File: src/rtl/icb_arbt_rr_pkg.sv
`default_nettype none
// ============================================================================
// Module   : icb_arbt_rr_pkg
// Brief    : Shared grant-scheme constants and a clog2 helper for the ICB arbiter
// Revision : 1.0
// ============================================================================
package icb_arbt_rr_pkg;

    localparam int ARBT_PRIO = 0;
    localparam int ARBT_RR   = 1;

    function automatic int clog2(input int value);
        int r;
        r = 0;
        for (int i = 0; i < 32; i++) begin
            if ((1 << r) < value) begin
                r = r + 1;
            end
        end
        return r;
    endfunction

endpackage
`default_nettype wire

File: src/rtl/fifo_simple.sv
`default_nettype none
// ============================================================================
// Module   : fifo_simple
// Brief    : Small synchronous FIFO with optional cut-ready input side
// Revision : 1.0
// ============================================================================
module fifo_simple
    import icb_arbt_rr_pkg::*;
#(
    parameter int CUT_READY         = 1,
    parameter int ZEROOUT_WHENEMPTY = 0,
    parameter int DP                = 1,
    parameter int DW                = 4
) (
    input  logic          clk,
    input  logic          rst,
    input  logic          i_vld,
    output logic          i_rdy,
    input  logic [DW-1:0] i_dat,
    output logic          o_vld,
    input  logic          o_rdy,
    output logic [DW-1:0] o_dat
);

    localparam int PTR_W = (DP > 1) ? clog2(DP) : 1;
    localparam int CNT_W = clog2(DP + 1);
    localparam logic [PTR_W-1:0] C_PTR_LAST = PTR_W'(DP - 1);
    localparam logic [CNT_W-1:0] C_CNT_FULL = CNT_W'(DP);

    logic [DW-1:0]    mem_q [DP];
    logic [DW-1:0]    mem_d [DP];
    logic [PTR_W-1:0] wr_ptr_q, wr_ptr_d;
    logic [PTR_W-1:0] rd_ptr_q, rd_ptr_d;
    logic [CNT_W-1:0] cnt_q, cnt_d;
    logic             w_full;
    logic             w_empty;
    logic             w_push;
    logic             w_pop;

    // Cut-ready keeps i_rdy a pure flop output: a full FIFO never accepts,
    // even if a pop happens in the same cycle.
    always_comb begin
        w_full  = (cnt_q == C_CNT_FULL);
        w_empty = (cnt_q == '0);
        i_rdy   = (CUT_READY != 0) ? ~w_full : (~w_full | o_rdy);
        o_vld   = ~w_empty;
        w_push  = i_vld & i_rdy;
        w_pop   = o_vld & o_rdy;
        o_dat   = ((ZEROOUT_WHENEMPTY != 0) && w_empty) ? '0 : mem_q[rd_ptr_q];
    end

    always_comb begin
        mem_d    = mem_q;
        wr_ptr_d = wr_ptr_q;
        rd_ptr_d = rd_ptr_q;
        cnt_d    = cnt_q;
        if (w_push) begin
            mem_d[wr_ptr_q] = i_dat;
            wr_ptr_d        = (wr_ptr_q == C_PTR_LAST) ? '0 : wr_ptr_q + PTR_W'(1);
        end
        if (w_pop) begin
            rd_ptr_d = (rd_ptr_q == C_PTR_LAST) ? '0 : rd_ptr_q + PTR_W'(1);
        end
        case ({w_push, w_pop})
            2'b10:   cnt_d = cnt_q + CNT_W'(1);
            2'b01:   cnt_d = cnt_q - CNT_W'(1);
            default: cnt_d = cnt_q;
        endcase
    end

    always_ff @(posedge clk) begin
        if (rst) begin
            wr_ptr_q <= '0;
            rd_ptr_q <= '0;
            cnt_q    <= '0;
        end else begin
            wr_ptr_q <= wr_ptr_d;
            rd_ptr_q <= rd_ptr_d;
            cnt_q    <= cnt_d;
        end
        mem_q <= mem_d;
    end

endmodule
`default_nettype wire

File: src/rtl/icb_arbt_rr_gnt.sv
`default_nettype none
// ============================================================================
// Module   : icb_arbt_rr_gnt
// Brief    : Combinational one-hot grant, fixed priority or round-robin
// Revision : 1.0
// ============================================================================
module icb_arbt_rr_gnt
    import icb_arbt_rr_pkg::*;
#(
    parameter int ARBT_NUM    = 4,
    parameter int ARBT_SCHEME = 0
) (
    input  logic [ARBT_NUM-1:0] i_req,
    input  logic [ARBT_NUM-1:0] i_rr_last,
    output logic [ARBT_NUM-1:0] o_gnt
);

    logic [ARBT_NUM-1:0] w_prio;
    logic [ARBT_NUM-1:0] w_above;
    logic [ARBT_NUM-1:0] w_req_hi;
    logic [ARBT_NUM-1:0] w_rr;

    // x & -x isolates the lowest set bit; the round-robin search first looks
    // strictly above the last winner and wraps to the lowest request otherwise.
    always_comb begin
        w_prio   = i_req & (~i_req + ARBT_NUM'(1));
        w_above  = ~(i_rr_last | (i_rr_last - ARBT_NUM'(1)));
        w_req_hi = i_req & w_above;
        w_rr     = (|w_req_hi) ? (w_req_hi & (~w_req_hi + ARBT_NUM'(1))) : w_prio;
        o_gnt    = (ARBT_SCHEME == ARBT_PRIO) ? w_prio : w_rr;
    end

endmodule
`default_nettype wire

File: src/rtl/icb_arbt_rr.sv
`default_nettype none
// ============================================================================
// Module   : icb_arbt_rr
// Brief    : N:1 ICB arbiter with grant lock and in-order response routing
// Revision : 1.0
// ============================================================================
module icb_arbt_rr
    import icb_arbt_rr_pkg::*;
#(
    parameter int AW              = 32,
    parameter int DW              = 64,
    parameter int USR_W           = 1,
    parameter int ARBT_NUM        = 4,
    parameter int ARBT_SCHEME     = 0,
    parameter int FIFO_DP         = 1,
    parameter int ALLOW_0CYCL_RSP = 1
) (
    input  logic                        clk,
    input  logic                        rst,

    input  logic [ARBT_NUM-1:0]         i_bus_icb_cmd_vld,
    output logic [ARBT_NUM-1:0]         i_bus_icb_cmd_rdy,
    input  logic [ARBT_NUM-1:0]         i_bus_icb_cmd_read,
    input  logic [ARBT_NUM*AW-1:0]      i_bus_icb_cmd_addr,
    input  logic [ARBT_NUM*DW-1:0]      i_bus_icb_cmd_wdata,
    input  logic [ARBT_NUM*DW/8-1:0]    i_bus_icb_cmd_wmask,
    input  logic [ARBT_NUM*USR_W-1:0]   i_bus_icb_cmd_usr,

    output logic [ARBT_NUM-1:0]         i_bus_icb_rsp_vld,
    input  logic [ARBT_NUM-1:0]         i_bus_icb_rsp_rdy,
    output logic [ARBT_NUM-1:0]         i_bus_icb_rsp_err,
    output logic [ARBT_NUM*DW-1:0]      i_bus_icb_rsp_rdata,
    output logic [ARBT_NUM*USR_W-1:0]   i_bus_icb_rsp_usr,

    output logic                        o_icb_cmd_vld,
    input  logic                        o_icb_cmd_rdy,
    output logic                        o_icb_cmd_read,
    output logic [AW-1:0]               o_icb_cmd_addr,
    output logic [DW-1:0]               o_icb_cmd_wdata,
    output logic [DW/8-1:0]             o_icb_cmd_wmask,
    output logic [USR_W-1:0]            o_icb_cmd_usr,

    input  logic                        o_icb_rsp_vld,
    output logic                        o_icb_rsp_rdy,
    input  logic                        o_icb_rsp_err,
    input  logic [DW-1:0]               o_icb_rsp_rdata,
    input  logic [USR_W-1:0]            o_icb_rsp_usr
);

    localparam int MW = DW / 8;

    // Response fields are broadcast; only rsp_vld selects the destination.
    assign i_bus_icb_rsp_err   = {ARBT_NUM{o_icb_rsp_err}};
    assign i_bus_icb_rsp_rdata = {ARBT_NUM{o_icb_rsp_rdata}};
    assign i_bus_icb_rsp_usr   = {ARBT_NUM{o_icb_rsp_usr}};

    generate
        if (ARBT_NUM == 1) begin : g_wire
            assign o_icb_cmd_vld     = i_bus_icb_cmd_vld & ~rst;
            assign i_bus_icb_cmd_rdy = o_icb_cmd_rdy & ~rst;
            assign o_icb_cmd_read    = i_bus_icb_cmd_read;
            assign o_icb_cmd_addr    = i_bus_icb_cmd_addr;
            assign o_icb_cmd_wdata   = i_bus_icb_cmd_wdata;
            assign o_icb_cmd_wmask   = i_bus_icb_cmd_wmask;
            assign o_icb_cmd_usr     = i_bus_icb_cmd_usr;
            assign i_bus_icb_rsp_vld = o_icb_rsp_vld & ~rst;
            assign o_icb_rsp_rdy     = i_bus_icb_rsp_rdy & ~rst;
        end else begin : g_arb
            logic [ARBT_NUM-1:0] rr_last_q, rr_last_d;
            logic                lock_vld_q, lock_vld_d;
            logic [ARBT_NUM-1:0] lock_sel_q, lock_sel_d;
            logic [ARBT_NUM-1:0] w_arb_gnt;
            logic [ARBT_NUM-1:0] w_gnt;
            logic [ARBT_NUM-1:0] w_rsp_sel;
            logic [ARBT_NUM-1:0] w_fifo_head;
            logic                w_fifo_unfull;
            logic                w_fifo_nempty;
            logic                w_rsp_en;
            logic                w_cmd_hsk;
            logic                w_rsp_hsk;
            logic                w_bypass;
            logic                w_fifo_push;
            logic                w_fifo_pop;

            icb_arbt_rr_gnt #(
                .ARBT_NUM    (ARBT_NUM),
                .ARBT_SCHEME (ARBT_SCHEME)
            ) u_gnt (
                .i_req     (i_bus_icb_cmd_vld),
                .i_rr_last (rr_last_q),
                .o_gnt     (w_arb_gnt)
            );

            always_comb begin
                w_gnt             = lock_vld_q ? lock_sel_q : w_arb_gnt;
                o_icb_cmd_vld     = (|w_gnt) & w_fifo_unfull & ~rst;
                i_bus_icb_cmd_rdy = {ARBT_NUM{o_icb_cmd_rdy & w_fifo_unfull & ~rst}} & w_gnt;
            end

            always_comb begin
                o_icb_cmd_read  = 1'b0;
                o_icb_cmd_addr  = '0;
                o_icb_cmd_wdata = '0;
                o_icb_cmd_wmask = '0;
                o_icb_cmd_usr   = '0;
                for (int i = 0; i < ARBT_NUM; i++) begin
                    o_icb_cmd_read  = o_icb_cmd_read | (i_bus_icb_cmd_read[i] & w_gnt[i]);
                    o_icb_cmd_addr  = o_icb_cmd_addr  | (i_bus_icb_cmd_addr[i*AW +: AW] & {AW{w_gnt[i]}});
                    o_icb_cmd_wdata = o_icb_cmd_wdata | (i_bus_icb_cmd_wdata[i*DW +: DW] & {DW{w_gnt[i]}});
                    o_icb_cmd_wmask = o_icb_cmd_wmask | (i_bus_icb_cmd_wmask[i*MW +: MW] & {MW{w_gnt[i]}});
                    o_icb_cmd_usr   = o_icb_cmd_usr   | (i_bus_icb_cmd_usr[i*USR_W +: USR_W] & {USR_W{w_gnt[i]}});
                end
            end

            // An empty FIFO means the response can only belong to the command
            // being handshaken right now, hence the steer to the live grant.
            always_comb begin
                if (w_fifo_nempty) begin
                    w_rsp_sel = w_fifo_head;
                end else if (ALLOW_0CYCL_RSP != 0) begin
                    w_rsp_sel = w_gnt;
                end else begin
                    w_rsp_sel = '0;
                end
                w_rsp_en          = ~rst & ((ALLOW_0CYCL_RSP != 0) | w_fifo_nempty);
                i_bus_icb_rsp_vld = {ARBT_NUM{o_icb_rsp_vld & w_rsp_en}} & w_rsp_sel;
                o_icb_rsp_rdy     = w_rsp_en & (|(i_bus_icb_rsp_rdy & w_rsp_sel));
            end

            always_comb begin
                w_cmd_hsk   = o_icb_cmd_vld & o_icb_cmd_rdy;
                w_rsp_hsk   = o_icb_rsp_vld & o_icb_rsp_rdy;
                w_bypass    = (ALLOW_0CYCL_RSP != 0) & ~w_fifo_nempty & w_cmd_hsk & w_rsp_hsk;
                w_fifo_push = w_cmd_hsk & ~w_bypass;
                w_fifo_pop  = w_rsp_hsk & w_fifo_nempty;
            end

            always_comb begin
                rr_last_d  = w_cmd_hsk ? w_gnt : rr_last_q;
                lock_vld_d = lock_vld_q;
                lock_sel_d = lock_sel_q;
                if (w_cmd_hsk) begin
                    lock_vld_d = 1'b0;
                end else if (o_icb_cmd_vld & ~o_icb_cmd_rdy) begin
                    lock_vld_d = 1'b1;
                    lock_sel_d = w_gnt;
                end
            end

            always_ff @(posedge clk) begin
                if (rst) begin
                    rr_last_q  <= {1'b1, {(ARBT_NUM-1){1'b0}}};
                    lock_vld_q <= 1'b0;
                    lock_sel_q <= '0;
                end else begin
                    rr_last_q  <= rr_last_d;
                    lock_vld_q <= lock_vld_d;
                    lock_sel_q <= lock_sel_d;
                end
            end

            fifo_simple #(
                .CUT_READY         (1),
                .ZEROOUT_WHENEMPTY (0),
                .DP                (FIFO_DP),
                .DW                (ARBT_NUM)
            ) u_fifo (
                .clk   (clk),
                .rst   (rst),
                .i_vld (w_fifo_push),
                .i_rdy (w_fifo_unfull),
                .i_dat (w_gnt),
                .o_vld (w_fifo_nempty),
                .o_rdy (w_fifo_pop),
                .o_dat (w_fifo_head)
            );
        end
    endgenerate

endmodule
`default_nettype wire

File: config.mk
export PLATFORM = sky130hd
export DESIGN_NAME = icb_arbt_rr
export DESIGN_NICKNAME = d
export VERILOG_FILES = /design/src/rtl/icb_arbt_rr_pkg.sv /design/src/rtl/fifo_simple.sv /design/src/rtl/icb_arbt_rr_gnt.sv /design/src/rtl/icb_arbt_rr.sv
export SDC_FILE = /design/constraint.sdc
export NUM_CORES = 1
export LEC_CHECK = 0
export ABC_AREA = 1
export BUFFER_PORTS_ARGS = -buffer_cell sky130_fd_sc_hd__buf_2
export CORE_AREA = 10 10 336 338
export DETAILED_ROUTE_END_ITERATION = 10
export DIE_AREA = 0 0 346 348
export PLACE_DENSITY = 0.3
export SLEW_MARGIN = 25
export SYNTH_ARGS = -nofsm -noshare
export SYNTH_HDL_FRONTEND = slang
export SYNTH_HIERARCHICAL = 1
export SYNTH_SLANG_ARGS = --single-unit
File: constraint.sdc
create_clock -name clk -period 2.64 [get_ports clk]
set_input_delay 0.528 -clock clk [delete_from_list [all_inputs] [get_ports clk]]
set_output_delay 0.528 -clock clk [all_outputs]
set_load 0.02 [all_outputs]
==> results_dict.tcl <==
set metrics [dict create \
    worstSkewPairLatency_ns 0.24 \
    die_x_um 346 \
    ant_nets 0 \
    yosysWarningCount 6 \
    avgSynthCellArea_sq_um 5.46 \
    crit_fanout 26 \
    drt-initial-drc-count 352 \
    finClkSkew_ns 0.00248 \
    grt_pass1_vias 8551 \
    ir_worst_vdd_uv 161 \
    first_pass_iters 4 \
    critPathRequiredTime_ns 2.11 \
    reg2reg_to "g_arb.u_fifo/mem_q[3]$_DFFE_PP_" \
    dieArea_sq_um 120000 \
    max_cap_violations 0 \
    r2r-start "g_arb.u_fifo/o_vld$_SDFFE_PP0P_" \
    wl_met3_um 8940 \
    slowest_stage "nand4_1" \
    clock_path_buffers 2 \
    reg2reg_depth 11 \
    grt_pass1_wl_um 77400 \
    synthCells 963 \
    initial_core_util 0.0495 \
    maxSlewHeadroom 0.721 \
    period_share 0.984 \
    final.setup.worst_slack_ns 0.0411 \
    final_common_cell "buf_2" \
    crit_arrival_ns 2.07 \
    status "finished clean" \
    hold_depth 2 \
    die_h_um 348 \
    place_ws_ns -0.252 \
    drive_gt1_frac 0.524 \
    hold_path_class "reg -> reg" \
    cp_cell_sequence "buf_2, inv_2, nor2_1, nand2_1, and2_4, inv_4, buf_12, nand2_1, buf_4, nand4_1, buf_6" \
    antenna_found_initial 26 \
    crit_path_frequent_cell "nand2_1" \
    design_area_sq_um 9110 \
    track_usage 0.0935 \
    worstSetupPathType "in -> out" \
    wl_um 61100 \
    hold_buffers 0 \
    overflow 0 \
    leakage_nw 4.32 \
    top_layer_used "met5" \
    ioPinCount 882 \
    setup_violations 0 \
    regArea_sq_um 241 \
    slowest_delay_ns 0.34 \
    powerDensity_nw_per_um2 452 \
    rows 120 \
    r2r_slack_ns 0.68 \
    grt_start_max_net_pins 47 \
    via_per_inst 2.81 \
    port_buffers 551 \
    hold_violations 0 \
    rsz0062_at_grt "yes" \
    cts.sinks 10 \
    hp-start "g_arb.u_fifo/o_vld$_SDFFE_PP0P_" \
    dp_hpwl_um 52500 \
    numCtsBuffers 3 \
    dr_wl_met2_um 26800 \
    mostFrequentLayoutCells "518 x buf_2, 448 x nand2_1, 108 x nand4_1, 70 x buf_4, 24 x buf_12" \
    wire_per_inst_um 22.5 \
    num-fill-cells 12800 \
    drc 0 \
    cp-start-kind "input pin" \
    num_vias 7622 \
    cts_root_buffer "clkbuf_16" \
    tightest_slew_ns 0.417 \
    max_freq_mhz 385 \
    syn_nets 1465 \
    clk_pin_slew_ns 0.04 \
    gp_congestion 0.867 \
    cts_tree "yes" \
    finalMaxSlewViolations 0 \
    nets 1800 \
    fin_util 0.0857 \
    placed_area_sq_um 8370 \
    hold-path-endpoint "g_arb.u_fifo/o_vld$_SDFFE_PP0P_" \
    fin_crit_ns 2.60 \
    synth_area_sq_um 5260 \
    h-tree-depth 1 \
    m1WireLength_um 23700 \
    core_sq_um 106000 \
    area_growth_pct 73.2 \
    end_kind "primary output" \
    p_total_mw 4.12 \
    multi_input_area_sq_um 2700 \
]
-- report_power, final --
part	switching (mW)	internal, mW	leakage [nW]
sequential	0.00906	0.180	0.0870
combinational	2.24	1.42	4.19
clock	0.0708	0.202	0.0382
-- through the flow --
stage / std cells / hold slack [ns] / setup TNS (ns)
floorplan: 963 / 0.478 / 0
global placement: 2671 / 0.499 / -1.53
detailed placement: 2671 / 0.504 / -1.17
CTS: 2694 / 0.509 / -0.00407
global route: 2707 / 0.532 / -0.114
finish: 2711 / 0.508 / 0
-- sequential cells by signal (all words and copies together), names as in the netlist --
register	cells
g_arb.lock_sel_q	4
g_arb.lock_vld_q	1
g_arb.u_fifo/mem_q	4
g_arb.u_fifo/o_vld	1
-- final cells by class --
class                   count  share of cell area
inverters                  31              0.0161
multi-input cells         611               0.296
diodes                     11             0.00302
clock buffers               4             0.00866
repair buffers            641               0.457
well taps                1403               0.193
flip-flops and latches     10              0.0265
-- per-layer routing --
layer | GRT usage | up-vias
met1 | 0.103 | 3321
met4 | 0.0210 | 32
met5 | 0.0200 | -
met2 | 0.146 | 715
met3 | 0.0624 | 70
li1 | - | 3484
-- timing repair --
action	in CTS	in global routing
resized for setup	24	47
endpoints found under the setup margin	15	51
setup buffers	14	3
pin swaps	7	15
gates cloned	5	3
-- worst max-delay path, delay by kind of cell --
| kind | cells | cell delay (ns) |
|---|---|---|
| buffers and inverters | 6 | 0.78 |
| AND/OR/NAND/NOR | 5 | 0.71 |
-- how the worst max path moves through the flow --
stage | slack (ns) | start | cells past startpoint | end
3_3_place_gp | -0.27 | i_bus_icb_cmd_vld[0] | 11 | o_icb_cmd_wdata[18]
3_5_place_dp | -0.25 | i_bus_icb_cmd_vld[0] | 11 | o_icb_cmd_wdata[18]
4_1_cts | -0.004 | i_bus_icb_cmd_vld[2] | 12 | o_icb_cmd_wdata[18]
2_1_floorplan | 0.53 | i_bus_icb_cmd_vld[0] | 9 | o_icb_cmd_wdata[41]
6_report | 0.04 | i_bus_icb_cmd_vld[1] | 11 | o_icb_cmd_wdata[18]
5_1_grt | -0.04 | i_bus_icb_cmd_vld[2] | 12 | o_icb_cmd_wdata[18]
(Power assumes the default switching activity.)
